$ cat config.mk
export PLATFORM = sky130hd
export DESIGN_NAME = enemy_scheduler
export DESIGN_NICKNAME = d
export VERILOG_FILES = /design/src/rtl/enemy_def_pkg.sv /design/src/rtl/enemy_scheduler_rr_free_pick.sv /design/src/rtl/upctr.sv /design/src/rtl/enemy_scheduler.sv
export SDC_FILE = /design/constraint.sdc
export NUM_CORES = 1
export LEC_CHECK = 0
export ABC_AREA = 1
export CAP_MARGIN = 25
export CORE_MARGIN = 4
export CORE_UTILIZATION = 45
export CTS_BUF_LIST = sky130_fd_sc_hd__clkbuf_8
export DETAILED_ROUTE_END_ITERATION = 10
export GPL_TIMING_DRIVEN = 0
export PLACE_DENSITY = 0.73
export SYNTH_ARGS = -nofsm -noshare
export SYNTH_HDL_FRONTEND = slang
export SYNTH_SLANG_ARGS = --single-unit
$ cat constraint.sdc
create_clock -name clk -period 9.7 [get_ports clk]
set_clock_uncertainty 0.1 [all_clocks]
set_input_delay 1.94 -clock clk [delete_from_list [all_inputs] [get_ports clk]]
set_output_delay 1.94 -clock clk [all_outputs]
set_load 0.1 [all_outputs]
$ cat src/rtl/enemy_def_pkg.sv
// enemy_def: shared types, constants and helpers for the enemy scheduler
package enemy_def;
  typedef enum logic [1:0] {S_IDLE, S_RUN, S_OVER} sched_state_t;
  localparam logic [9:0] LFSR_SEED = 10'h1A5;
  localparam int SCORE_W = 16;
  function automatic logic [4:0] popcount(input logic [15:0] v);
    popcount = '0;
    for (int i = 0; i < 16; i++) popcount = popcount + 5'(v[i]);
  endfunction
endpackage

$ cat src/rtl/enemy_scheduler_rr_free_pick.sv
// rr_free_pick: combinational round-robin first-free slot finder
//   alive  : per-slot alive flags (a clear bit is a free slot)
//   ptr    : slot index where the search starts
//   found  : some slot is free
//   idx    : first free slot at or after ptr, wrapping
//   onehot : one-hot of idx, zero when nothing is free
module rr_free_pick #(
  parameter int N  = 8,
  parameter int IW = $clog2(N)
) (
  input  logic [N-1:0]  alive,
  input  logic [IW-1:0] ptr,
  output logic          found,
  output logic [IW-1:0] idx,
  output logic [N-1:0]  onehot
);
  logic [IW:0] j;
  always_comb begin
    found = 1'b0;
    idx = '0;
    j = '0;
    for (int k = N - 1; k >= 0; k--) begin
      j = {1'b0, ptr} + (IW+1)'(k);
      j = j >= (IW+1)'(N) ? j - (IW+1)'(N) : j;
      found = found | !alive[j[IW-1:0]];
      idx = !alive[j[IW-1:0]] ? j[IW-1:0] : idx;
    end
    onehot = found ? N'(1) << idx : '0;
  end
endmodule

$ cat src/rtl/upctr.sv
// upctr: wrapping up-counter 0..term, held at 0 by clr; wrap flags the terminal-count cycle
//   clk, reset : clock, synchronous active-high reset
//   clr        : hold count at 0
//   en         : advance count
//   term       : terminal count (inclusive)
//   wrap       : high in the cycle the count equals term while enabled
module upctr #(
  parameter int W = 4
) (
  input  logic         clk,
  input  logic         reset,
  input  logic         clr,
  input  logic         en,
  input  logic [W-1:0] term,
  output logic         wrap
);
  logic [W-1:0] cnt;
  assign wrap = en && cnt == term;
  always_ff @(posedge clk) begin
    if (reset || clr) cnt <= '0;
    else if (en) cnt <= wrap ? '0 : cnt + 1'b1;
  end
endmodule

$ cat src/rtl/enemy_scheduler.sv
// enemy_scheduler: spawn timing/placement, move pulses, kill scoring and game-over detection
//   clk, reset : clock, synchronous active-high reset
//   start      : leaves S_IDLE
//   alive      : per-slot alive flags; killed: per-slot one-cycle kill flags
//   enemy_y    : per-slot centre y, slot i at [9i+8:9i]
//   spawn      : one-hot one-cycle spawn command; write_x_d: spawn x (held between spawns)
//   move       : one-cycle move-down pulse; game_over: high in S_OVER
//   score      : saturating kill count
//   level      : speed level, only with ENEMY_SPEEDUP_EN defined
module enemy_scheduler
  import enemy_def::*;
#(
  parameter int         N_ENEMIES   = 8,
  parameter int         SPAWN_TICKS = 50_000_000,
  parameter int         MOVE_TICKS  = 25_000_000,
  parameter logic [8:0] LOSE_Y      = 9'd440,
  parameter logic [9:0] X_MIN       = 10'd32,
  parameter logic [9:0] X_MAX       = 10'd607
) (
  input  logic                     clk,
  input  logic                     reset,
  input  logic                     start,
  input  logic [N_ENEMIES-1:0]     alive,
  input  logic [N_ENEMIES-1:0]     killed,
  input  logic [9*N_ENEMIES-1:0]   enemy_y,
  output logic [N_ENEMIES-1:0]     spawn,
  output logic [9:0]               write_x_d,
  output logic                     move,
  output logic                     game_over,
`ifdef ENEMY_SPEEDUP_EN
  output logic [1:0]               level,
`endif
  output logic [SCORE_W-1:0]       score
);
  localparam int IW = $clog2(N_ENEMIES);
  localparam int SW = $clog2(SPAWN_TICKS);
  localparam int MW = $clog2(MOVE_TICKS);
  localparam int PW = $clog2(N_ENEMIES + 1);
  sched_state_t state, state_n;
  logic [9:0] lfsr;
  logic pending, lose, run, issue, spawn_wrap, move_wrap, found;
  logic [IW-1:0] rr_ptr, idx;
  logic [N_ENEMIES-1:0] pick;
  logic [MW-1:0] move_term;
  logic [PW-1:0] kills;
  logic [SCORE_W:0] score_sum;
  assign run = state == S_RUN;
  assign game_over = state == S_OVER;
  assign kills = PW'(popcount(16'(killed)));
  assign score_sum = {1'b0, score} + (SCORE_W+1)'(kills);
  assign issue = run && pending && found && lfsr >= X_MIN && lfsr <= X_MAX;
  always_comb begin
    lose = 1'b0;
    for (int i = 0; i < N_ENEMIES; i++) lose = lose | (alive[i] && enemy_y[9*i +: 9] >= LOSE_Y);
    state_n = (state == S_IDLE && start) ? S_RUN : (run && lose) ? S_OVER : state;
  end
  rr_free_pick #(.N(N_ENEMIES), .IW(IW)) u_pick (
    .alive(alive), .ptr(rr_ptr), .found(found), .idx(idx), .onehot(pick)
  );
  upctr #(.W(SW)) u_spawn_ctr (
    .clk(clk), .reset(reset), .clr(!run), .en(run), .term(SW'(SPAWN_TICKS - 1)), .wrap(spawn_wrap)
  );
  upctr #(.W(MW)) u_move_ctr (
    .clk(clk), .reset(reset), .clr(!run), .en(run), .term(move_term), .wrap(move_wrap)
  );
`ifdef ENEMY_SPEEDUP_EN
  // lvl_eff only follows level at a wrap so the running count never skips past a shrunk terminal
  logic [1:0] lvl_eff;
  logic [3:0] kill_acc;
  logic [4:0] kill_sum;
  assign kill_sum = {1'b0, kill_acc} + 5'(kills);
  assign move_term = MW'((MOVE_TICKS >> lvl_eff) - 1);
  always_ff @(posedge clk) begin
    if (reset) begin
      lvl_eff <= '0;
      kill_acc <= '0;
      level <= '0;
    end else begin
      if (move_wrap) lvl_eff <= level;
      if (run) kill_acc <= kill_sum[3:0];
      if (run && kill_sum[4] && level != 2'd3) level <= level + 1'b1;
    end
  end
`else
  assign move_term = MW'(MOVE_TICKS - 1);
`endif
  always_ff @(posedge clk) begin
    state <= reset ? S_IDLE : state_n;
  end
  // spawn/move are suppressed in the losing cycle so nothing leaks into S_OVER
  always_ff @(posedge clk) begin
    if (reset) begin
      lfsr <= LFSR_SEED;
      pending <= 1'b0;
      rr_ptr <= '0;
      spawn <= '0;
      write_x_d <= '0;
      move <= 1'b0;
      score <= '0;
    end else begin
      lfsr <= {lfsr[8:0], lfsr[9] ^ lfsr[6]};
      pending <= run && (spawn_wrap || (pending && !issue));
      spawn <= (issue && !lose) ? pick : '0;
      move <= move_wrap && !lose;
      if (issue) write_x_d <= lfsr;
      if (issue) rr_ptr <= idx == IW'(N_ENEMIES - 1) ? '0 : idx + 1'b1;
      if (run) score <= score_sum[SCORE_W] ? '1 : score_sum[SCORE_W-1:0];
    end
  end
endmodule

Word-level counts from Yosys, hierarchy flattened
Cells that the tools add are included.
W data, S select, Z words.
{"block": "classes", "addsub": 26, "order_cmp": 26, "n_eq_ne": 5, "n_shift": 1, "n_mux": 38, "bitwise_logic": 17, "n_reduce_logical": 37}
{"operator": "$ge A9 B9 Y1 const B", "n": 8}
{"operator": "$mux W3", "n": 17}
{"operator": "$lt A3 B4 Y1 const B", "n": 8}
{"operator": "$ge A4 B4 Y1 const B", "n": 7}
{"operator": "$add A26 B1 Y26 const B", "n": 1}
{"operator": "$eq A26 B26 Y1 const B", "n": 1}
{"operator": "$mux W26", "n": 1}
{"operator": "$add A25 B1 Y25 const B", "n": 1}
{"operator": "$eq A25 B25 Y1 const B", "n": 1}
{"operator": "$mux W25", "n": 1}
{"operator": "$bmux W1 S3", "n": 8}
{"operator": "$sub A3 B1 Y3 const B", "n": 8}
{"operator": "$logic_and A1 B1 Y1", "n": 20}
{"operator": "$add A16 B4 Y17", "n": 1}
{"operator": "$add A3 B3 Y4 const B", "n": 4}
{"operator": "$add A4 B1 Y4", "n": 4}
{"operator": "$mux W16", "n": 1}
{"operator": "$or A1 B1 Y1", "n": 14}
{"operator": "$logic_not A1 Y1", "n": 11}
{"operator": "$ge A10 B6 Y1 const B", "n": 1}
{"operator": "$le A10 B10 Y1 const B", "n": 1}
{"operator": "$mux W1", "n": 10}
{"operator": "$add A3 B2 Y4 const B", "n": 2}
{"operator": "$shl A1 B3 Y8 const A", "n": 1}
{"operator": "other kinds (16)", "n": 18}
{"block": "word_totals", "reg_bits": 102, "in_bits": 91, "elab_cells": 161}

Depth between registers and ports, before layout
Gate-level depths: netlist (run 1).
{"block": "depth", "word_depth": 20, "mapped_depth": 23}

Hierarchy
Synthesis (run 1) repeated with hierarchy kept, for this count alone.
{"block": "hier_totals", "hier_cells": 1177, "hier_area_um2": 7444.6}
{"mod": "enemy_scheduler", "instances": 1, "cells_each": 340, "area_each_um2": 2628.8}
{"mod": "upctr (u_move_ctr)", "instances": 1, "cells_each": 346, "area_each_um2": 2043.2}
{"mod": "upctr (u_spawn_ctr)", "instances": 1, "cells_each": 345, "area_each_um2": 2010.7}
{"mod": "rr_free_pick", "instances": 1, "cells_each": 146, "area_each_um2": 762.0}

Worst setup path after synthesis (run 1)
OpenSTA, ideal clock, no wires.
{"block": "synth_path", "path_type": "input -> register", "startpoint": "in killed[0]", "endpoint": "reg score[13]", "t_arrival_ns": 5.186, "required_ns": 9.543, "path_slack_ns": 4.358, "stages": 17, "path_buffers": 0, "path_cell_list": "fa_1 inv_1 fa_1 fa_1 fa_1 inv_1 fa_1 nand3_1 nand3_1 nand2_1 nor2_1 nand2_1 nor2_1 nand3_1 nand3_1 nand2_1 inv_1"}
{"block": "synth_between", "elab_chain_cells": 9}
{"item": "start, declared", "line_no": "enemy_scheduler.sv:24", "rtl": "input logic [N_ENEMIES-1:0] killed,"}
{"item": "$add A1 B1 Y2", "line_no": "enemy_def_pkg.sv:8", "rtl": "for (int i = 0; i < 16; i++) popcount = popcount + 5'(v[i]);"}
{"item": "$add A2 B1 Y3", "line_no": "enemy_def_pkg.sv:8"}
{"item": "$add A3 B1 Y4", "line_no": "enemy_def_pkg.sv:8"}
{"item": "$add A4 B1 Y4 (4 in series)", "line_no": "enemy_def_pkg.sv:8"}
{"item": "$add A16 B4 Y17", "line_no": "enemy_scheduler.sv:50", "rtl": "assign score_sum = {1'b0, score} + (SCORE_W+1)'(kills);"}
{"item": "$mux W16", "line_no": "enemy_scheduler.sv:107", "rtl": "if (run) score <= score_sum[SCORE_W] ? '1 : score_sum[SCORE_W-1:0];"}
{"item": "end signal, assigned", "line_no": "enemy_scheduler.sv:107"}
{"item": "end, declared", "line_no": "enemy_scheduler.sv:33", "rtl": "output logic [SCORE_W-1:0] score"}
Every way passes these cells.
A chain may end at the register's enable or synchronous reset.

Worst setup path in the final report (run 1)
Ends and elaborated chain as after synthesis.

==> results of run 1 <==
path summary, 6_finish.rpt:
path                         startpoint                      to
setup / recovery              killed[0]  score[13]$_SDFFE_PP0N_
hold / removal       lfsr[1]$_SDFF_PP0_      lfsr[2]$_SDFF_PP1_
setup reg to reg  score[0]$_SDFFE_PP0N_  score[13]$_SDFFE_PP0N_
hold reg to reg      lfsr[1]$_SDFF_PP0_      lfsr[2]$_SDFF_PP1_
registers in the layout (all words and copies together) (netlist names):
signal,count
u_spawn_ctr.cnt,26
move,1
write_x_d,10
u_move_ctr.cnt,25
pending,1
score,16
state,2
spawn,8
lfsr,10
rr_ptr,3
cell type report:
class | count | area [um2]
tap | 143 | 178.9
sequential | 102 | 2042
clock buffer | 9 | 123.9
clock inverter | 7 | 80.08
fill | 1116 | 4795
multi-input combinational | 557 | 2930
timing repair buffer | 102 | 1021
buffer | 13 | 85.08
inverter | 107 | 406.6
critical path: cells and delay by family:
kind	cells	cell delay (ns)
fa+ha+maj	5	2.09
buf+inv	4	0.66
simple gates	9	1.37
power by group:
group	leakage, nW	internal (W)	total [W]	switching [W]
sequential	0.826	0.000426	0.000430	0.00000422
clock	0.0968	0.000122	0.000278	0.000155
combinational	1.81	0.0000611	0.000150	0.0000890
cells in the mapped netlist (2+ instances only):
library cell  number
nand2_1          176
dfxtp_1          102
inv_1             96
nor2_1            94
a21oi_1           52
nand3_1           50
nor3_1            29
o21ai_0           25
nand4_1           22
ha_1              15
nand2_2           13
xor2_1            11
inv_2              9
o21ai_1            9
a31o_2             8
nor4_1             7
clkbuf_1           5
fa_1               5
o21a_1             5
xnor2_1            5
buf_6              4
nor3b_1            4
a211oi_1           3
nand3_2            3
buf_2              2
inv_4              2
nor2_2             2
o221a_2            2
through the flow:
stage | utilization [%] | setup slack (ns)
floorplan | - | 4.358
global placement | 57.14 | 3.493
detailed placement | 57.14 | 3.500
CTS | 58.89 | 3.894
global route | 58.89 | 3.599
finish | 58.89 | 3.889
logic make-up (layout without fill, tap and decap cells):
logic type      Yosys count  count (layout)  share of synthesized area [%]
fa+ha+maj                20              20                          5.267
simple gates            406             406                          33.16
compound gates          113             113                          12.05
buf+inv                 120             238                          8.999
flops                   102             102                          37.37
xor+xnor                 18              18                          3.160
metal layers:
metal	wire length [um]	vias to the layer above
met5	0	-
met4	57	0
met3	429	7
met2	6332	75
met1	6457	2354
li1	-	2779
==> qor.csv, run 1 <==
metric,value,unit
status,"complete, no violations",
Crit path largest cell delay,0.56,ns
Final period util,59.91,%
Inst Count DP,1024,
Fmax achieved,0.1721,GHz
"Avg Cell Area, Syn",7.014,um2
number of clock sinks,102,
Post-Syn Instances,779,
initial antenna violation count,0,
Skew-Pair Late Insertion Delay,0.37,ns
DRT Wirelength,13280,um
count of cell types in the netlist,47,
max_slew headroom,31.09,%
most numerous cell on the critical path,fa_1,
Period minus WS final,5.811,ns
Clock Path Buffers,2,
"Slowest-stage cell, CP",fa_1,
clk slew on worst S/H paths,0.10,ns
met1 Track Usage GR,25.98,%
FF-to-FF path depth,16,
I/O pin count,127,
"commonest non-fill, non-tap cells in the layout","nand2_1 (176), clkdlybuf4s50_1 (102), dfxtp_1 (102)",
"leading cell type in the layout, fill and taps excluded",nand2_1,
total grt overflow,0,
die width,118.2,um
worst-path fanout max,7,
global routing usage on met2,31.76,%
first-pass GRT wire length,22600,um
VDD IR max,0.0001437,V
net count of the finished layout,1003,
area delta synth->final,25.69,%
largest net degree at the start of global routing,19,
Synth async-reset ratio,0,%
Mapped Area,5464,um2
"Slew Viols, Final",0,
Arrival @ worst endpoint,6.03,ns
vias in the first global route,4832,
crit-path cells,"clkdlybuf4s50_1, fa_1, inv_1, fa_1, fa_1, fa_1, inv_1, fa_1, nand3_1, nand3_1, nand2_1, nor2_1, nand2_1, nor2_1, nand3_1, nand3_1, nand2_1, inv_1",
CTS resizes,0,
R2R Setup Slk,6.09,ns
"top cells by area, synth","dfxtp_1 (37%), nand2_1 (12%), inv_1 (6.6%), nor2_1 (6.5%), a21oi_1 (4.8%)",
Startpoint Class,primary input,
IO buf count,102,
postcts setup bufs,0,
initial core utilization,46.85,%
root buffer cell,clkbuf_8,
# rows,39,
synth warn,0,
DIE HEIGHT,118.2,um
die area,13970,um2
WL/cell,12.77,um
Hold Crit Class,flip-flop to flip-flop,
final setup TNS,0,ns
Final HPWL DP,10590,um
Post-synth EDFFs,0,
total power,0.0008578,W
DRT iter0 DRCs,351,
Max-Cap Viols,0,
gr busiest metal,met2,
Static Leak,2.731,nW
"Seq/Total Area, Yosys",37.37,%
Final setup viols,0,
share of layout cells above drive strength 1,7.915,%
crit end category,flip-flop,
worst hold path depth,2,
CTS tree,done,
ANT cells,0,
Placed Area,6664,um2
top-area cell type share of the netlist area,37.37,%
area of the core,11660,um2
htree depth,3,
Worst Tran Pin Value,1.030,ns
post-synthesis register bit count,102,
CTS Hold Buffers Added,0,
Final GP Congestion,0.9169,
CP required,9.92,ns
total track usage,19.09,%
vias per cell,5.014,
post-synth top area cell,dfxtp_1,
Pwr Density,124.9,nW/um2
final cell count without fillers,1040,
RSZ-0062 raised after global routing,false,
DR DRC count,0,
TritonCTS Buffers,9,
routed via count,5215,
dominant synthesized flop cell,dfxtp_1,
number of routed nets with antenna violations,0,
drt pass-1 iters,5,
fin area,6868,um2
Final Hold Fails,0,
Setup CP Type,primary input to flip-flop,
syn nets,890,
Worst Hold Margin,0.3301,ns
GRT met3 Usage,3.916,%
No activity file was read; power rests on OpenSTA's default activity.
==> run 2: changes to the inputs <==
Clock period 9.7 ns to 5.5 ns, I/O delays scaled along.
==> results of run 2 <==
Same layout as run 1 (identical final DEF). Status: complete, no violations.
Main changes from that run: setup slack after placement 3.500 ns -> 0.1397 ns; setup slack after layout 3.889 ns -> 0.5287 ns; register-to-register setup slack 6.09 ns -> 1.89 ns; total power 0.0008578 W -> 0.001513 W; worst IR drop on VDD 0.0001437 V -> 0.0002534 V
==> run 3: changes to the inputs <==
Settings changed: CAP_MARGIN 25 to unset, PLACE_DENSITY 0.73 to 0.7, SYNTH_HIERARCHICAL set to 1.
==> qor.csv, run 3 <==
metric,value,unit,change
first-pass GRT wire length,30680,um,+36%
final setup TNS,0,ns,unchanged
crit end category,flip-flop,,
"Slew Viols, Final",0,,unchanged
drt pass-1 iters,5,,unchanged
post-synth top area cell,dfxtp_1,,
CP required,5.74,ns,
Worst Tran Pin Value,0.9978,ns,-0.03271 ns
clk slew on worst S/H paths,0.11,ns,about the same
number of routed nets with antenna violations,0,,unchanged
CTS Hold Buffers Added,0,,unchanged
DR DRC count,0,,unchanged
largest net degree at the start of global routing,21,,+2
Final setup viols,0,,unchanged
vias in the first global route,6670,,+38%
Top reg by flops,u_spawn_ctr/cnt,,
worst-path fanout max,9,,+2
dominant synthesized flop cell,dfxtp_1,,
"Avg Cell Area, Syn",6.325,um2,-9.8%
Final GP Congestion,0.9351,,+2.0%
RSZ-0062 raised after global routing,false,,
root buffer cell,clkbuf_8,,
Period minus WS final,4.409,ns,
max FFs per register,26,,unchanged
DRT Wirelength,18560,um,+40%
Pwr Density,176.0,nW/um2,
I/O pin count,127,,unchanged
status,"complete, no violations",,
"leading cell type in the layout, fill and taps excluded",nand2_1,,
vias per cell,4.595,,-8.4%
Clock Path Buffers,2,,unchanged
initial core utilization,46.36,%,-0.49 points
list of most frequent post-synthesis cells,"nand2_1 (340), inv_1 (181), nor2_1 (133)",,
VDD IR max,0.0001479,V,
Final HPWL DP,14890,um,+41%
Skew-Pair Late Insertion Delay,0.39,ns,+0.02 ns
Largest regs,"u_spawn_ctr/cnt (26), u_move_ctr/cnt (25), score (16)",,
# rows,46,,+18%
Static Leak,4.295,nW,+57%
TritonCTS Buffers,9,,unchanged
Setup CP Type,primary input to flip-flop,,
CTS resizes,0,,unchanged
die area,18670,um2,+34%
Synth async-reset ratio,0,%,unchanged
Final period util,80.16,%,
WL/cell,11.54,um,-9.6%
CTS tree,done,,
"commonest non-fill, non-tap cells in the layout","nand2_1 (340), inv_1 (181), nor2_1 (133)",,
Fmax achieved,0.2268,GHz,
routed via count,7393,,+42%
net count of the finished layout,1496,,+49%
"top cells by area, synth","dfxtp_1 (27%), nand2_1 (17%), inv_1 (9.1%), nand3_1 (7.1%), nor2_1 (6.7%)",,
die width,136.6,um,+16%
final cell count without fillers,1609,,+55%
postcts setup bufs,0,,unchanged
Startpoint Class,primary input,,
most numerous cell in the Yosys netlist,nand2_1,,
post-synthesis register bit count,102,,unchanged
synth warn,6,,+6
count of cell types in the netlist,49,,+4.3%
number of clock sinks,102,,unchanged
Post-Syn Instances,1177,,+51%
top-area cell type share of the netlist area,27.43,%,-9.9 points
Inst Count DP,1593,,+56%
Max-Cap Viols,0,,unchanged
htree depth,3,,unchanged
total grt overflow,0,,unchanged
Arrival @ worst endpoint,4.65,ns,
area of the core,16060,um2,+38%
"Seq/Total Area, Yosys",27.43,%,-9.9 points
max_slew headroom,33.27,%,+2.2 points
IO buf count,102,,unchanged
area delta synth->final,25.31,%,
initial antenna violation count,0,,unchanged
Post-synth EDFFs,0,,unchanged
DIE HEIGHT,136.6,um,+16%
ANT cells,0,,unchanged
Hold Crit Class,flip-flop to flip-flop,,
total track usage,20.25,%,+1.2 points
share of layout cells above drive strength 1,10.48,%,+2.6 points
Mapped Area,7445,um2,+36%
Final Hold Fails,0,,unchanged
DRT iter0 DRCs,423,,+21%
[run 3: cell types whose count changed in the layout (fill, tap and decap cells not counted), moves of 7 or more]
cell     previous run  this run
a31o_2              8         0
nor2_2              2        29
nand2_1           176       340
nor2_4              0        10
nand2_2            13        26
a21o_1              0         7
inv_1              96       181
nor2_1             94       133
xor2_1             11        33
a21oi_2             1         8
conb_1              0       100
a21oi_1            52        25
nand3_1            50       105
nor3_1             29        17
[run 3: power breakdown]
group | leakage (nW) | internal [W] | total [W] | switching [W]
Sequential | 0.826 | 0.000751 | 0.000760 | 0.00000950
Combinational | 3.36 | 0.000136 | 0.000348 | 0.000212
Clock | 0.109 | 0.000226 | 0.000534 | 0.000307
Total | 4.29 | 0.00111 | 0.00164 | 0.000529
[run 3: per-stage QoR]
stage               area (um2)  utilization [%]  total power (W)  hold WS [ns]  setup slack, ns
finish                    9329            58.10         0.001642        0.3461            1.091
global route              9329            58.10         0.001734        0.3821           0.9122
CTS                       9329            58.10         0.001660        0.3527            1.092
detailed placement        9104            56.69         0.001123        0.3240           0.6556
global placement          9104            56.69         0.001120        0.3202           0.6901
floorplan                 7812                -         0.001012        0.3114            1.332
[run 3: layer usage]
layer | global-route usage, % | vias up | routed length, um | part of all wire [%]
met3 | 3.051 | 20 | 1041 | 5.6
met2 | 33.35 | 179 | 8372 | 45
met4 | 5.039 | 0 | 212 | 1.1
met5 | 0 | - | 0 | 0
li1 | - | 3963 | - | -
met1 | 27.83 | 3231 | 8936 | 48
[run 3: critical path, stage by stage]
cell	delay, ns
clkdlybuf4s50_1	0.43
fa_1	0.55
inv_1	0.05
fa_1	0.49
fa_1	0.42
fa_1	0.36
inv_1	0.14
fa_1	0.23
nand3_1	0.08
nand2_1	0.15
nand3_2	0.12
nor2_4	0.15
nand3_4	0.14
nand3_1	0.11
nand2_1	0.05
inv_1	0.05
[run 3: kinds of logic after synthesis]
group	share of synthesized area, %
xor+xnor	5.647
other cells	0.1009
flops	27.43
simple gates	44.49
fa+ha+maj	3.361
buf+inv	12.25
compound gates	6.723
[run 3: final timing paths]
kind	start	to	slack [ns]	depth (start not counted)
min	lfsr[2]$_SDFF_PP1_	lfsr[3]$_SDFF_PP0_	0.35	2
max	killed[0]	score[13]$_SDFFE_PP0P_	1.09	16
max reg2reg	score[0]$_SDFFE_PP0P_	score[13]$_SDFFE_PP0P_	2.36	14
min reg2reg	lfsr[2]$_SDFF_PP1_	lfsr[3]$_SDFF_PP0_	0.35	2
[run 3: final cells by class]
class                      count  area [um2]
fill                        1554        6729
multi-input combinational    961        4858
sequential                   102        2042
timing repair buffer         102        1021
inverter                     195       744.5
tap                          216       270.3
buffer                        17       167.7
clock buffer                   9       123.9
clock inverter                 7       101.3
